===== config.mk =====
export PLATFORM = sky130hd
export DESIGN_NAME = contact_detect_stream_flat
export DESIGN_NICKNAME = d
export VERILOG_FILES = /design/src/rtl/contact_detect_stream_if.sv /design/src/rtl/contact_detect_stream.sv /design/src/flat_wrapper.sv
export SDC_FILE = /design/constraint.sdc
export NUM_CORES = 1
export LEC_CHECK = 0
export CAP_MARGIN = 20
export CORE_UTILIZATION = 30
export CTS_BUF_LIST = sky130_fd_sc_hd__clkbuf_16
export CTS_CLUSTER_SIZE = 10
export DETAILED_ROUTE_END_ITERATION = 16
export DONT_BUFFER_PORTS = 1
export GPL_ROUTABILITY_DRIVEN = 1
export PLACE_DENSITY = 0.53
export REMOVE_ABC_BUFFERS = 1
export SETUP_SLACK_MARGIN = 0.15
export SYNTH_ARGS = -nofsm -noshare
export SYNTH_HDL_FRONTEND = slang
export SYNTH_SLANG_ARGS = --single-unit

===== constraint.sdc =====
create_clock -name clk -period 15.7 [get_ports clk]
set_input_delay 1.57 -clock clk [delete_from_list [all_inputs] [get_ports clk]]
set_output_delay 1.57 -clock clk [all_outputs]
set_load 0.02 [all_outputs]

===== src/rtl/contact_detect_stream_if.sv =====
// Candidate-in / result-out bus of the ray-triangle contact detector.
// Both directions use valid/ready: a beat transfers on a rising clk edge where valid & ready are high,
// and the source holds valid and its payload steady until that edge.
interface contact_detect_stream_if #(
    parameter int ID_W = 16
);
    logic            in_valid;
    logic            in_ready;
    logic [31:0]     u;
    logic [31:0]     v;
    logic [31:0]     det;
    logic [31:0]     t;
    logic [ID_W-1:0] tri_id;
    logic            last;
    logic            cull_en;
    logic [31:0]     t_max;
    logic            out_valid;
    logic            out_ready;
    logic            hit;
    logic [31:0]     hit_t;
    logic [ID_W-1:0] hit_id;

    modport master (
        output in_valid, u, v, det, t, tri_id, last, cull_en, t_max, out_ready,
        input  in_ready, out_valid, hit, hit_t, hit_id
    );

    modport slave (
        input  in_valid, u, v, det, t, tri_id, last, cull_en, t_max, out_ready,
        output in_ready, out_valid, hit, hit_t, hit_id
    );
endinterface


===== src/rtl/contact_detect_stream.sv =====
// Streaming ray-triangle contact detector: per-candidate pass tests, then nearest-hit reduction per ray.
// Float_Add is a pipelined magnitude adder; it is exact up to truncation when both effective signs agree.
module Float_Add #(
    parameter int LATENCY = 3
) (
    input  logic        clk,
    input  logic        areset,
    input  logic        en,
    input  logic        opSel,
    input  logic [31:0] a,
    input  logic [31:0] b,
    output logic [31:0] result
);
    logic [7:0]  ea, eb, el, es, d, e_r;
    logic [23:0] ma, mb, ml, ms;
    logic [24:0] sum;
    logic [22:0] m_r;
    logic        sgn;
    logic [31:0] res_c;
    logic [31:0] pipe [LATENCY];

    always_comb begin
        // Denormals share the exponent of the smallest normal and have no hidden bit.
        ea  = (a[30:23] == 8'd0) ? 8'd1 : a[30:23];
        eb  = (b[30:23] == 8'd0) ? 8'd1 : b[30:23];
        ma  = {a[30:23] != 8'd0, a[22:0]};
        mb  = {b[30:23] != 8'd0, b[22:0]};
        el  = (eb > ea) ? eb : ea;
        es  = (eb > ea) ? ea : eb;
        ml  = (eb > ea) ? mb : ma;
        ms  = (eb > ea) ? ma : mb;
        d   = el - es;
        sum = {1'b0, ml} + {1'b0, ms >> d};
        sgn = a[31] & (b[31] ^ ~opSel);
        e_r = 8'd0;
        m_r = sum[22:0];
        if (sum[24]) begin
            e_r = el + 8'd1;
            m_r = sum[23:1];
        end else if (sum[23]) begin
            e_r = el;
        end
        if (el >= 8'd254 && sum[24]) begin
            e_r = 8'hff;
            m_r = 23'd0;
        end
        res_c = {sgn, e_r, m_r};
    end

    always_ff @(posedge clk) begin
        if (areset) begin
            for (int i = 0; i < LATENCY; i++) pipe[i] <= 32'd0;
        end else if (en) begin
            pipe[0] <= res_c;
            for (int i = 1; i < LATENCY; i++) pipe[i] <= pipe[i-1];
        end
    end

    assign result = pipe[LATENCY-1];
endmodule

module contact_detect_stream #(
    parameter logic [31:0] KEPSILON    = 32'h322bcc77,
    parameter int          ID_W        = 16,
    parameter int          ADD_LATENCY = 3
) (
    input logic                  clk,
    input logic                  rst,
    contact_detect_stream_if.slave io
);
    localparam logic [31:0] F_ZERO = 32'h0000_0000;
    localparam logic [31:0] F_ONE  = 32'h3f80_0000;

    typedef struct packed {
        logic            valid;
        logic            pass;
        logic [31:0]     t;
        logic [ID_W-1:0] id;
        logic            last;
    } stage_t;

    function automatic logic is_nan(input logic [31:0] f);
        return (f[30:23] == 8'hff) && (f[22:0] != 23'd0);
    endfunction

    // Order-preserving unsigned key; -0 is folded onto +0 first.
    function automatic logic [31:0] f_key(input logic [31:0] f);
        logic [31:0] m;
        m = (f == 32'h8000_0000) ? 32'd0 : f;
        return m[31] ? ~m : (m | 32'h8000_0000);
    endfunction

    function automatic logic f_lt(input logic [31:0] a, input logic [31:0] b);
        return !is_nan(a) && !is_nan(b) && (f_key(a) < f_key(b));
    endfunction

    function automatic logic f_le(input logic [31:0] a, input logic [31:0] b);
        return !is_nan(a) && !is_nan(b) && (f_key(a) <= f_key(b));
    endfunction

    logic            adv;
    logic [31:0]     s0_u, s0_v, sum_uv, det_mag;
    logic            part_pass, sc_pass, take;
    stage_t          stg [0:ADD_LATENCY];
    logic            acc_hit, nxt_hit, out_valid_r, hit_r;
    logic [31:0]     acc_t, nxt_t, hit_t_r;
    logic [ID_W-1:0] acc_id, nxt_id, hit_id_r;

    assign adv         = !(out_valid_r && !io.out_ready);
    assign io.in_ready = adv;
    assign io.out_valid = out_valid_r;
    assign io.hit      = hit_r;
    assign io.hit_t    = hit_t_r;
    assign io.hit_id   = hit_id_r;

    always_comb begin
        det_mag   = io.cull_en ? io.det : {1'b0, io.det[30:0]};
        part_pass = f_le(F_ZERO, io.u) && f_le(F_ZERO, io.v) && f_le(io.u, F_ONE) &&
                    f_le(KEPSILON, det_mag) && f_lt(KEPSILON, io.t) && f_lt(io.t, io.t_max);
    end

    always_ff @(posedge clk) begin
        if (rst) begin
            s0_u <= 32'd0;
            s0_v <= 32'd0;
            for (int i = 0; i <= ADD_LATENCY; i++) stg[i] <= '0;
        end else if (adv) begin
            s0_u         <= io.u;
            s0_v         <= io.v;
            stg[0].valid <= io.in_valid;
            stg[0].pass  <= part_pass;
            stg[0].t     <= io.t;
            stg[0].id    <= io.tri_id;
            stg[0].last  <= io.last;
            for (int i = 1; i <= ADD_LATENCY; i++) stg[i] <= stg[i-1];
        end
    end

    // Fed from S0 so the sum lines up with the last delay-line stage.
    Float_Add #(.LATENCY(ADD_LATENCY)) u_add (
        .clk    (clk),
        .areset (rst),
        .en     (adv),
        .opSel  (1'b1),
        .a      (s0_u),
        .b      (s0_v),
        .result (sum_uv)
    );

    always_comb begin
        sc_pass = stg[ADD_LATENCY].pass && f_le(sum_uv, F_ONE);
        // Strict less-than keeps the earlier triangle on a tie.
        take    = stg[ADD_LATENCY].valid && sc_pass && (!acc_hit || f_lt(stg[ADD_LATENCY].t, acc_t));
        nxt_hit = acc_hit || take;
        nxt_t   = take ? stg[ADD_LATENCY].t  : acc_t;
        nxt_id  = take ? stg[ADD_LATENCY].id : acc_id;
    end

    always_ff @(posedge clk) begin
        if (rst) begin
            acc_hit     <= 1'b0;
            acc_t       <= 32'd0;
            acc_id      <= '0;
            out_valid_r <= 1'b0;
            hit_r       <= 1'b0;
            hit_t_r     <= 32'd0;
            hit_id_r    <= '0;
        end else begin
            if (out_valid_r && io.out_ready) out_valid_r <= 1'b0;
            if (adv && stg[ADD_LATENCY].valid) begin
                if (stg[ADD_LATENCY].last) begin
                    out_valid_r <= 1'b1;
                    hit_r       <= nxt_hit;
                    hit_t_r     <= nxt_t;
                    hit_id_r    <= nxt_id;
                    acc_hit     <= 1'b0;
                    acc_t       <= 32'd0;
                    acc_id      <= '0;
                end else begin
                    acc_hit <= nxt_hit;
                    acc_t   <= nxt_t;
                    acc_id  <= nxt_id;
                end
            end
        end
    end
endmodule


===== src/flat_wrapper.sv =====
// flat-port wrapper written by rule: the top's interface ports become plain ports
module contact_detect_stream_flat 
#(
    parameter logic [31:0] KEPSILON    = 32'h322bcc77,
    parameter int          ID_W        = 16,
    parameter int          ADD_LATENCY = 3
)
  (clk, rst, io_in_valid, io_u, io_v, io_det, io_t, io_tri_id, io_last, io_cull_en, io_t_max, io_out_ready, io_in_ready, io_out_valid, io_hit, io_hit_t, io_hit_id);
  contact_detect_stream_if #(.ID_W(ID_W)) io_i ();
  input logic clk;
  input logic rst;
  input wire logic [$bits(io_i.in_valid)-1:0] io_in_valid;
  input wire logic [$bits(io_i.u)-1:0] io_u;
  input wire logic [$bits(io_i.v)-1:0] io_v;
  input wire logic [$bits(io_i.det)-1:0] io_det;
  input wire logic [$bits(io_i.t)-1:0] io_t;
  input wire logic [$bits(io_i.tri_id)-1:0] io_tri_id;
  input wire logic [$bits(io_i.last)-1:0] io_last;
  input wire logic [$bits(io_i.cull_en)-1:0] io_cull_en;
  input wire logic [$bits(io_i.t_max)-1:0] io_t_max;
  input wire logic [$bits(io_i.out_ready)-1:0] io_out_ready;
  output wire logic [$bits(io_i.in_ready)-1:0] io_in_ready;
  output wire logic [$bits(io_i.out_valid)-1:0] io_out_valid;
  output wire logic [$bits(io_i.hit)-1:0] io_hit;
  output wire logic [$bits(io_i.hit_t)-1:0] io_hit_t;
  output wire logic [$bits(io_i.hit_id)-1:0] io_hit_id;
  assign io_i.in_valid = io_in_valid;
  assign io_i.u = io_u;
  assign io_i.v = io_v;
  assign io_i.det = io_det;
  assign io_i.t = io_t;
  assign io_i.tri_id = io_tri_id;
  assign io_i.last = io_last;
  assign io_i.cull_en = io_cull_en;
  assign io_i.t_max = io_t_max;
  assign io_i.out_ready = io_out_ready;
  assign io_in_ready = io_i.in_ready;
  assign io_out_valid = io_i.out_valid;
  assign io_hit = io_i.hit;
  assign io_hit_t = io_i.hit_t;
  assign io_hit_id = io_i.hit_id;
  contact_detect_stream #(.KEPSILON(KEPSILON), .ID_W(ID_W), .ADD_LATENCY(ADD_LATENCY)) u_core (.clk(clk), .rst(rst), .io(io_i));
endmodule

==> summary.md <==
| Metric | Value |
|---|---|
| Die H | 294 µm |
| Seq/Total Area, Yosys | 0.480 |
| CTS tree | built |
| Final setup fails | 0 |
| Clock Tree Buf Depth | 3 |
| Worst EP arrival | 9.52 ns |
| Commonest non-fill, non-tap cell in the layout | nand2_1 |
| Tightest Hold Check Type | reg -> reg |
| Final Cell Area | 0.0282 mm² |
| Initial DRC Count | 1,057 |
| Leak pwr | 11.3 nW |
| First-pass GRT wire length | 104 mm |
| Fmax | 108 MHz |
| Synth warnings | 0 |
| Avg Vias per Cell | 5.07 |
| Reg power frac | 0.455 |
| Fin crit share | 0.588 |
| Synth Flop Type | edfxtp_1 |
| Cell Rows | 106 |
| Crit path launch type | flop |
| Post-Syn Area per Cell | 10.1 µm² |
| CTS Root Cell | clkbuf_16 |
| Post-CTS Setup Inserts | 0 |
| R2r worst-path depth | 30 |
| Drt wl/cell | 18.6 µm |
| RSZ-0062 raised after global routing | no |
| CP max FO | 38 |
| Library cells used by synthesis | 103 |
| Setup CP Type | reg -> reg |
| DRT Pass-1 Iters | 5 |
| Synthesized area | 0.0256 mm² |
| WP depth | 30 |
| Initial antenna violation count | 2 |
| Slew margin rel. | 0.211 |
| Final hold slack | 0.453 ns |
| DIE AREA | 0.0865 mm² |
| Synth area leaders | edfxtp_1 35%, dfxtp_1 13%, and2_1 6.5% |
| Highest cell delay on the worst timing path | 0.72 ns |
| TNS Setup | 0 ns |
| Status | completed |
| Final layout net count | 2,734 |
| CTS Hold Bufs | 0 |
| Post-synth EDFFs | 300 |
| Buf/Inv on CP | 3 |
| Power consumption | 2.99 mW |
| Largest delay share family, worst path | compound AO/OA/AOI/OAI gates |
| Leading area contributor after synthesis | edfxtp_1 |
| Synthesized instance count | 2,525 |
| Final core utilization | 0.336 |
| Reg2Reg Setup Slack | 6.47 ns |
| P_sw | 0.802 mW |
| Routed WL | 67.4 mm |
| Drt drc | 0 |
| Slowest CP cell | o21ai_2 |
| Crit. End Element | flop |
| Pwr dens | 106 mW/mm² |
| Placed inst area | 0.0266 mm² |
| Number of max-cap violations | 0 |
| Worst VDD drop | 0.0795 mV |
| Worst R2R End | u_core.u_add.pipe[0][8] |
| Worst Setup EP | u_core.u_add.pipe[0][8] |
| Largest net degree at the start of global routing | 195 |
| Area grow syn2layout | 10.4% |
| Vias in the first global route | 18,122 |
| CTS H-Tree Depth | 2 |
| Layout cell share with drive strength beyond 1 | 0.0731 |
| Combinational power share | 0.157 |
| Final min period | 9.23 ns |
| Reg clk slew, reported paths | 0.06 ns |
| Sw Ratio | 0.268 |
| R2r startpoint | u_core.s0_v[27] |
| #FFs+latches synth | 463 |
| Final hold violation count | 0 |
| Internal Power | 2.19 mW |
| Total CTS buffers | 55 |
| Gr usage total | 0.152 |
| Chip width | 294 µm |
| Initial Util | 0.304 |
| Critical path origin | u_core.s0_v[27] |
| Hpwl dp | 48.6 mm |
| ANT nets after route | 0 |
| Required time of the critical path | 16.00 ns |
| Gp weighted congestion | 0.881 |
| Worst Clk Skew | 0.0476 ns |
| Clock power frac | 0.388 |
| Ys async rst share | 0 |
| Clk_lat worst skew | 0.63 ns |
| Worst-Margin Slew | 1.18 ns |
| Core Area | 0.0841 mm² |
| IO buf count | 0 |
| Total gr overflow | 0 |
| Clk sinks | 463 |
| Post_cts resized | 0 |
| Commonest cells after routing, fill and taps aside | 395 x nand2_1, 300 x edfxtp_1, 267 x and2_1 |
| Slew Viols, Final | 0 |
| Top cell type's share of synthesized area | 0.352 |
| Vias | 18,383 |
| Ports | 233 |
worst min path at each step:
stage                     depth (start not counted)  slack (ns)         endpoint            start
after floorplan                                   2        0.42  u_core.s0_u[31]  u_core.s0_u[31]
after CTS                                         2        0.45  u_core.s0_u[31]  u_core.s0_u[31]
after detailed placement                          2        0.44  u_core.s0_u[31]  u_core.s0_u[31]
after global placement                            2        0.44  u_core.s0_u[31]  u_core.s0_u[31]
final                                             2        0.45  u_core.s0_u[31]  u_core.s0_u[31]
after global routing                              2        0.47  u_core.s0_u[31]  u_core.s0_u[31]
synth_stat cells (all sizes together) (53+ instances only):
| cell type | n |
|---|---|
| edfxtp | 300 |
| ha | 97 |
| nand2 | 398 |
| mux2i | 83 |
| clkbuf | 111 |
| a21oi | 143 |
| dfxtp | 163 |
| nor4 | 53 |
| xor2 | 71 |
| and2 | 267 |
| nor2 | 134 |
| xnor2 | 76 |
| o21ai | 95 |
registers in the layout, indices dropped and copies added, names as in the netlist:
| signal | cells |
|---|---|
| u_core.stg | 204 |
| u_core.u_add.pipe | 96 |
| u_core.acc_t | 32 |
| u_core.io.hit_t | 32 |
| u_core.s0_u | 32 |
| u_core.s0_v | 32 |
| u_core.acc_id | 16 |
| u_core.io.hit_id | 16 |
| u_core.acc_hit | 1 |
| u_core.io.hit | 1 |
| u_core.io.out_valid | 1 |
layout make-up:
type	count	area, µm²
multi-input cells	1870	12500
clock buffers	56	1400
well taps	1134	1420
inverters	38	143
diodes	3	7.51
clock inverters	38	244
repair buffers	26	220
fillers	8617	55800
flip-flops and latches	463	12300
tightest hold or removal path, cell delays in order, from the launching register on:
cell and delay (ns):
dfxtp_1 0.30, nand2_1 0.05, a21oi_1 0.05
layer usage:
layer,vias up,track usage,share of wire
met2,491,0.257,0.48
met3,110,0.0239,0.051
met4,0,0.0558,0.033
li1,8923,-,-
met5,-,0,0
met1,8859,0.195,0.43
stage by stage:
step,std cells,setup slack [ns]
after floorplan,2371,2.45
after detailed placement,3530,6.54
final,3628,6.47
after global placement,3530,6.65
after global routing,3625,5.85
after CTS,3624,6.51
power groups by stage:
stage | registers, mW | logic, mW | clock network, mW
2_1_floorplan | 1.38 | 0.341 | 0
3_3_place_gp | 1.38 | 0.468 | 0
3_5_place_dp | 1.39 | 0.467 | 0
4_1_cts | 1.36 | 0.470 | 1.20
5_1_grt | 1.36 | 0.517 | 1.25
6_report | 1.36 | 0.468 | 1.16
cell families after synthesis:
group           share of synthesized area
flops                               0.480
compound gates                      0.120
xor+xnor                           0.0513
mux                                0.0625
simple gates                        0.205
buf+inv                            0.0332
fa+ha+maj                          0.0482
Note: power is estimated with default switching activity, not from simulation.
